===== src/rtl/exp4_unidade_controle.sv =====
// exp4_unidade_controle: Moore control unit for the memory-game round (optional ESPERA timeout via TIMEOUT_EN)
module exp4_unidade_controle #(
  parameter int TIMEOUT_CICLOS = 1000
) (
  input  logic       clock,
  input  logic       reset,
  input  logic       iniciar,
  input  logic       jogada,
  input  logic       igual,
  input  logic       fimC,
  output logic       zeraC,
  output logic       contaC,
  output logic       zeraR,
  output logic       registraR,
  output logic       pronto,
  output logic       acertou,
  output logic       errou,
  output logic       timeout,
  output logic [3:0] db_estado
);
  localparam logic [3:0] INICIAL     = 4'h0;
  localparam logic [3:0] PREPARACAO  = 4'h1;
  localparam logic [3:0] ESPERA      = 4'h2;
  localparam logic [3:0] REGISTRA    = 4'h4;
  localparam logic [3:0] COMPARACAO  = 4'h5;
  localparam logic [3:0] PROXIMO     = 4'h6;
  localparam logic [3:0] FIM_ACERTO  = 4'hA;
  localparam logic [3:0] FIM_TIMEOUT = 4'hD;
  localparam logic [3:0] FIM_ERRO    = 4'hE;
  logic [3:0] estado, prox;
  logic       expira;
`ifdef TIMEOUT_EN
  localparam logic TO_EN = 1'b1;
  localparam int TW = TIMEOUT_CICLOS > 1 ? $clog2(TIMEOUT_CICLOS) : 1;
  logic [TW-1:0] cnt;
  // wait-cycle counter: zero outside ESPERA so every entry starts fresh
  always_ff @(posedge clock)
    cnt <= (reset || estado != ESPERA) ? '0 : cnt + 1'b1;
  assign expira = cnt == TW'(TIMEOUT_CICLOS - 1);
`else
  localparam logic TO_EN = 1'b0;
  assign expira = 1'b0;
`endif
  // state register, reset wins over every transition
  always_ff @(posedge clock)
    estado <= reset ? INICIAL : prox;
  // next-state logic; unknown codes (and D when timeout is not built) fall back to INICIAL
  always_comb begin
    prox = INICIAL;
    case (estado)
      INICIAL:     prox = iniciar ? PREPARACAO : INICIAL;
      PREPARACAO:  prox = ESPERA;
      ESPERA:      prox = jogada ? REGISTRA : expira ? FIM_TIMEOUT : ESPERA;
      REGISTRA:    prox = COMPARACAO;
      COMPARACAO:  prox = !igual ? FIM_ERRO : fimC ? FIM_ACERTO : PROXIMO;
      PROXIMO:     prox = ESPERA;
      FIM_ACERTO:  prox = iniciar ? PREPARACAO : FIM_ACERTO;
      FIM_ERRO:    prox = iniciar ? PREPARACAO : FIM_ERRO;
      FIM_TIMEOUT: prox = !TO_EN ? INICIAL : iniciar ? PREPARACAO : FIM_TIMEOUT;
      default:     prox = INICIAL;
    endcase
  end
  // Moore outputs decoded from the current state only
  always_comb begin
    zeraC     = estado == PREPARACAO;
    zeraR     = estado == PREPARACAO;
    registraR = estado == REGISTRA;
    contaC    = estado == PROXIMO;
    acertou   = estado == FIM_ACERTO;
    timeout   = TO_EN && estado == FIM_TIMEOUT;
    errou     = estado == FIM_ERRO || timeout;
    pronto    = acertou || errou;
    db_estado = estado;
  end
endmodule

===== config.mk =====
export PLATFORM = sky130hd
export DESIGN_NAME = exp4_unidade_controle
export DESIGN_NICKNAME = d
export VERILOG_FILES = /design/src/rtl/exp4_unidade_controle.sv
export SDC_FILE = /design/constraint.sdc
export NUM_CORES = 1
export LEC_CHECK = 0
export ABC_AREA = 1
export CORE_AREA = 2 2 39 41
export CTS_BUF_LIST = sky130_fd_sc_hd__clkbuf_4 sky130_fd_sc_hd__clkbuf_8
export CTS_CLUSTER_SIZE = 25
export DETAILED_ROUTE_END_ITERATION = 6
export DIE_AREA = 0 0 41 43
export SLEW_MARGIN = 30
export SYNTH_ARGS = -nofsm -noshare
export SYNTH_HDL_FRONTEND = slang
export SYNTH_SLANG_ARGS = --single-unit

===== constraint.sdc =====
create_clock -name clock -period 1.3 [get_ports clock]
set_clock_uncertainty 0.2 [all_clocks]
set_input_delay 0.195 -clock clock [delete_from_list [all_inputs] [get_ports clock]]
set_output_delay 0.195 -clock clock [all_outputs]
set_load 0.02 [all_outputs]

* Yosys cells after proc, flatten, opt, wreduce, memory -nomap -nowiden
Index checks and enable logic that the tools add are counted.
Operators by class: magnitude comparators 0, multiply operators 0, reduce and logical (&&, ||, !) cells 3, multiplexer cells 7, $add $sub $neg 0, divide/modulo/power cells 0, eq/ne operators 7, bitwise gates (word level) 0, shifts and indexed selects 0
Operator list (count):
- 4-bit one-hot mux with 7 select lines | 1
- 4-bit 2-to-1 mux | 4
- 4-bit by 3-bit equality test with 1-bit output (second input constant) | 3
- 4-bit equality test (second input constant) | 2
- 4-bit by 1-bit equality test with 1-bit output (second input constant) | 1
- 4-bit by 2-bit equality test with 1-bit output (second input constant) | 1
- 4-bit logical NOT | 1
- 3-bit 2-to-1 mux | 1
- 2-bit OR reduction | 1
- 1-bit logical OR | 1
- 1-bit 2-to-1 mux | 1
Storage, ports and cells: word-level logic and storage cells 18, output and inout bits 12, memory bits (writable) 0, input bits 6, memories kept 0, latch bits 0, register bits after elaboration 4, memory bits (read-only) 0

* Longest topological paths before layout
Gate-level depths: netlist (run 1).
word-level depth 3, depth in mapped cells 7, gate-level depth less buffers 7

* Worst setup path before layout (run 1)
OpenSTA, ideal clock, no wires.
kind flip-flop to output port, start register estado[0], in the netlist db_estado[0], end output port zeraR, cell stages (with the launch flop) 4, path buffers 1, data arrival time 1386 ps, slack -481 ps, data required time 905 ps, path through dfxtp_1 nand2_1 nor3_1 buf_4
On the way: word-level cells in the longest chain between the ends 1
RTL lines:
- start, declared | line 30 | logic [3:0] estado, prox;
- start signal, assigned | line 46 | estado <= reset ? INICIAL : prox;
- 4-bit by 1-bit equality test with 1-bit output
- end, declared | line 13 | output logic zeraR,
No other way between the ends.

* Worst setup path after layout (run 1)
start register estado[1], in the netlist db_estado[1], end output port acertou
On the way: word-level cells in the longest chain between the ends 1
RTL lines:
- 4-bit equality test | line 69 | acertou = estado == FIM_ACERTO;
- end, declared | line 16 | output logic acertou,
No other way between the ends.

==> results of run 1 <==
==> layer usage <==
layer | vias up | global-route usage
li1 | 203 | -
met1 | 171 | 0.1258
met2 | 14 | 0.1500
met3 | 0 | 0.06283
met4 | 0 | 0
met5 | - | 0
==> report_power, final <==
group / switching, mW / leakage, nW / total (mW) / internal (mW)
registers: 0.0118 / 0.0350 / 0.141 / 0.129
clock network: 0.0478 / 0.0138 / 0.151 / 0.103
logic: 0.0754 / 0.257 / 0.147 / 0.0715
==> cell type report <==
| cell class | count | area (um^2) | share of cell area |
|---|---|---|---|
| tap | 16 | 20.02 | 0.03200 |
| multi-input combinational | 35 | 216.5 | 0.3460 |
| inverter | 8 | 35.03 | 0.05600 |
| sequential | 4 | 90.09 | 0.1440 |
| timing repair buffer | 27 | 241.5 | 0.3860 |
| clock buffer | 3 | 22.52 | 0.03600 |
==> worst paths after layout <==
kind / cells past startpoint / slack [ns] / startpoint / endpoint
worst min-delay path: 3 / 0.37 / iniciar / db_estado[0]
worst max register to register: 8 / -0.02 / db_estado[1] / db_estado[0]
worst max-delay path: 5 / -0.12 / db_estado[1] / acertou
worst min register to register: 5 / 0.47 / db_estado[1] / db_estado[0]
==> tightest hold or removal path, delay by kind of cell <==
family          cells  cell delay (ns)
buf+inv             1             0.43
simple gates        1             0.08
compound gates      1             0.05
==> synthesized netlist by cell type <==
library cell / number
nand2_1: 12
nor2_1: 8
inv_1: 5
dfxtp_1: 4
inv_2: 3
nand3_1: 3
nor2_2: 3
a21oi_1: 2
buf_4: 2
nand2_2: 2
conb_1: 1
nand3b_1: 1
nand4_1: 1
nor3_1: 1
o21ai_1: 1
==> metrics by stage <==
stage               area [um^2]  setup slack, ns
floorplan                 309.0          -0.1040
global placement          545.5          -0.3551
detailed placement        545.5          -0.3636
CTS                       605.6          -0.1346
global route              625.6          -0.2097
finish                    625.6          -0.1245
==> cells by family (layout without fill, tap and decap cells) <==
group           after synthesis  after routing  share of synthesized area
compound gates                3              3                    0.05285
buf+inv                      10             38                     0.1586
flops                         4              4                     0.2819
other cells                   1              1                    0.01320
simple gates                 31             31                     0.4934
==> repair_timing <==
| item | in CTS | in global routing |
|---|---|---|
| setup endpoints to repair | 11 | 14 |
| gates resized for setup | 59 | 16 |
| buffers inserted | 1 | 0 |
| pin swaps | 2 | 2 |
| hold endpoints to repair | 0 | 0 |
==> results_dict.tcl, run 1 <==
set metrics [dict create \
    outcome "finished with violations" \
    violations "setup timing" \
    yosysTopAreaCellShare 0.2819 \
    drt-total-wl_um 806 \
    root_buffer "clkbuf_4" \
    hold_violations 0 \
    grt_overflow 0 \
    fin_hold_ws_ns 0.3661 \
    io_pins 18 \
    timing.final.ws_setup_ns -0.1245 \
    syn_area_um2 284.0 \
    grt_antenna_before_repair 0 \
    drt_iter0_drc 2 \
    tns_ns -0.7762 \
    cp.required_ns 0.90 \
    cp-start-kind "register" \
    path_clk_slew_ns 0.04 \
    ys_warn_count 0 \
    place_congestion 0.7463 \
    stdcell_count 93 \
    placed_cells 89 \
    cts_buffers 3 \
    drt-wirelength-per-cell_um 8.667 \
    crit_family "flip-flops" \
    synthCells 49 \
    yosysSeqAreaShare 0.2819 \
    port_buffers 16 \
    met2WireLength_um 416 \
    syn_avg_cell_area_um2 5.796 \
    hp-class "in -> reg" \
    die_w_um 41 \
    cts_htree_levels 1 \
    path_buf_inv 2 \
    max_stage_delay_ns 0.34 \
    die_height_um 43 \
    diodes 0 \
    drt_first_pass_iters 2 \
    final-max-slew-violation-count 0 \
    slowest_stage "dfxtp_2" \
    num_vias 388 \
    cap_violations 0 \
    die_area_um2 1763 \
    finalSetupViolCount 8 \
    yosys.area.top_type "dfxtp_1" \
    drc_errors 0 \
    max_freq_mhz 702.0 \
    post-route-util 0.4521 \
    ant_nets 0 \
    worstPathMaxFanout 4 \
    synth_cell_types 15 \
    crit_arrival_ns 1.03 \
    grt_pass1_wl_um 1179 \
    path_cells "inv_4, nor2_2, nand2_2, nor2_2, buf_6" \
    placementRows 14 \
    final_common_cell "buf_4" \
    irDropWorstVdd_uv 503.2 \
    layout.nets 85 \
    p_leak_nw 0.3062 \
    grt_max_degree 7 \
    initial_core_util 0.2052 \
    syn_nets 55 \
    finalPower_mw 0.4384 \
    wl_met1_um 320 \
    grt_pass1_vias 322 \
    period_minus_slack_ns 1.425 \
    layout_common_cells "buf_4, buf_6, nand2_1" \
    rsz0062_at_grt "yes" \
    powerDensity_nw_per_um2 700.7 \
    tritoncts "done" \
    cts_sinks 4 \
    fill_cells 157 \
    area_growth_pct 120.3 \
    met3_wirelength_um 69 \
    clkLatencyLatePin_ns 0.23 \
    top_layer "met3" \
    grt_use_total 0.09950 \
    viasPerCell 4.172 \
    dp_hpwl_um 617.1 \
    core_um2 1384 \
    ctsHoldBuffers 0 \
    crit_type "reg -> out" \
    ys_seq_elements 4 \
    synth_area_leaders "dfxtp_1, nand2_1, nor2_1, inv_1, nor2_2" \
    drive_gt1_frac 0.5974 \
    cts_buffer_depth 2 \
    end_kind "primary output" \
    fin_crit_sh 1.096 \
    cp_common_cell "nor2_2" \
    largest_reg_flops 4 \
]
Power figures use the tool's default switching activity.
==> run 2: changes to the inputs <==
- REMOVE_ABC_BUFFERS: default -> 1
==> results_dict.tcl, run 2 (synthesis gave the netlist of run 1 again) <==
set metrics [dict create \
    outcome "finished with violations" \
    violations "setup timing" \
    rsz0062_at_grt "yes" \
    root_buffer "clkbuf_4" \
    powerDensity_nw_per_um2 720.2 \
    r2r_slack_ns 0.08 \
    grt_max_degree 7 \
    reg2reg_depth 8 \
    hold_violations 0 \
    crit_type "reg -> out" \
    diodes 0 \
    drt-wirelength-per-cell_um 8.934 \
    p_leak_nw 0.2962 \
    cts_htree_levels 1 \
    seqPwrFrac 0.322 \
    switching_power_mw 0.1369 \
    cts_sinks 4 \
    min_to "db_estado[0]" \
    max_stage_delay_ns 0.35 \
    stdcell_count 91 \
    grt_pass1_wl_um 1221 \
    cts_buffer_depth 2 \
    grt_use_total 0.1014 \
    grt_overflow 0 \
    dp_slack_ns -0.4128 \
    p_clk_frac 0.340 \
    finalSetupViolCount 7 \
    worstPathMaxFanout 4 \
    end_kind "primary output" \
    io_pins 18 \
    grt_pass1_vias 347 \
    internal_power_mw 0.3056 \
    layout.nets 83 \
    timing.final.ws_setup_ns -0.1470 \
    core_um2 1384 \
    startpoint "db_estado[1]" \
    ant_nets 0 \
    place_congestion 0.7399 \
    fin_hold_ws_ns 0.3609 \
    max_freq_mhz 691.1 \
    drive_gt1_frac 0.5467 \
    cts_buffers 3 \
    comb_power_share 0.338 \
    largest_reg_flops 4 \
    num_vias 375 \
    initial_core_util 0.2052 \
    irDropWorstVdd_uv 484.9 \
    period_minus_slack_ns 1.447 \
    drt_first_pass_iters 1 \
    worstHoldStart "iniciar" \
    cp.required_ns 0.90 \
    tritoncts "done" \
    placed_cells 88 \
    path_cells "inv_6, nand2_4, nor3_4, buf_6" \
    r2r_start "db_estado[1]" \
    rr_endpoint "db_estado[2]" \
    hp-class "in -> reg" \
    layout_common_cells "nand2_1, buf_4, buf_6" \
    area_growth_pct 116.3 \
    clkLatencyLatePin_ns 0.23 \
    viasPerCell 4.121 \
    fill_cells 153 \
    swShare 0.3093 \
    dp_hpwl_um 647.3 \
    finalPower_mw 0.4425 \
    cp-start-kind "register" \
    path_clk_slew_ns 0.04 \
    die_w_um 41 \
    drt_iter0_drc 0 \
    crit_arrival_ns 1.05 \
    drc_errors 0 \
    die_area_um2 1763 \
    grt_antenna_before_repair 0 \
    whs_path_depth 3 \
    cap_violations 0 \
    placementRows 14 \
    die_height_um 43 \
    slowest_stage "dfxtp_4" \
    port_buffers 16 \
    drt-total-wl_um 813 \
    final-max-slew-violation-count 0 \
    fin_crit_sh 1.113 \
]
## run 2: cell count changes in the layout (fill, tap and decap cells not counted), sizes merged
| cell | before | now |
|---|---|---|
| buf | 21 | 20 |
| clkbuf | 4 | 3 |
## run 2: worst max-delay path, delay by kind of cell (launching register included)
family | cells | cell delay [ns]
flip-flops | 1 | 0.35
AND/OR/NAND/NOR | 2 | 0.24
buffers and inverters | 2 | 0.21
## run 2: worst max path at each step
stage / end / slack [ns] / cells after the start
6_report: zeraC / -0.15 / 4
5_1_grt: zeraR / -0.19 / 4
4_1_cts: zeraC / -0.13 / 4
3_5_place_dp: zeraC / -0.41 / 3
3_3_place_gp: zeraR / -0.39 / 4
2_1_floorplan: zeraC / -0.57 / 2
## run 2: repair_timing
item,CTS,global route
hold buffers,0,0
pin swaps,0,2
resized for setup,63,24
setup buffers,0,0
endpoints found under the hold margin,0,0
endpoints found under the setup margin,12,13
cloned,0,0
## run 2: routing by layer
layer	part of all wire	track usage	vias to the layer above	wire [um]
li1	-	-	201	-
met1	0.41	0.1158	165	331
met2	0.53	0.1656	9	432
met3	0.059	0.03141	0	48
met4	0	0.04000	0	0
met5	0	0	-	0
## run 2: area by class of cell
cell class              count  area, um^2  share of cell area
well taps                  16       20.02             0.03259
clock buffers               3       22.52             0.03666
repair buffers             25       225.2              0.3666
multi-input cells          35       214.0              0.3483
inverters                   8       37.54             0.06110
flip-flops and latches      4       95.09              0.1548
## run 2: per-stage QoR
| stage | area (um^2) | setup TNS, ns | utilization |
|---|---|---|---|
| 6_report | 614.3 | -0.8472 | 0.4439 |
| 5_1_grt | 614.3 | -1.188 | 0.4439 |
| 4_1_cts | 539.3 | -0.8619 | 0.3897 |
| 3_5_place_dp | 516.7 | -3.565 | 0.3734 |
| 3_3_place_gp | 516.7 | -3.441 | 0.3734 |
| 2_1_floorplan | 269.0 | -1.539 | - |
## run 2: power by group through the flow
stage / clock network, mW / registers (mW) / logic (mW)
final: 0.150 / 0.142 / 0.150
after global routing: 0.158 / 0.144 / 0.164
after CTS: 0.156 / 0.140 / 0.128
after detailed placement: 0 / 0.141 / 0.135
after global placement: 0 / 0.141 / 0.133
after floorplan: 0 / 0.149 / 0.0515
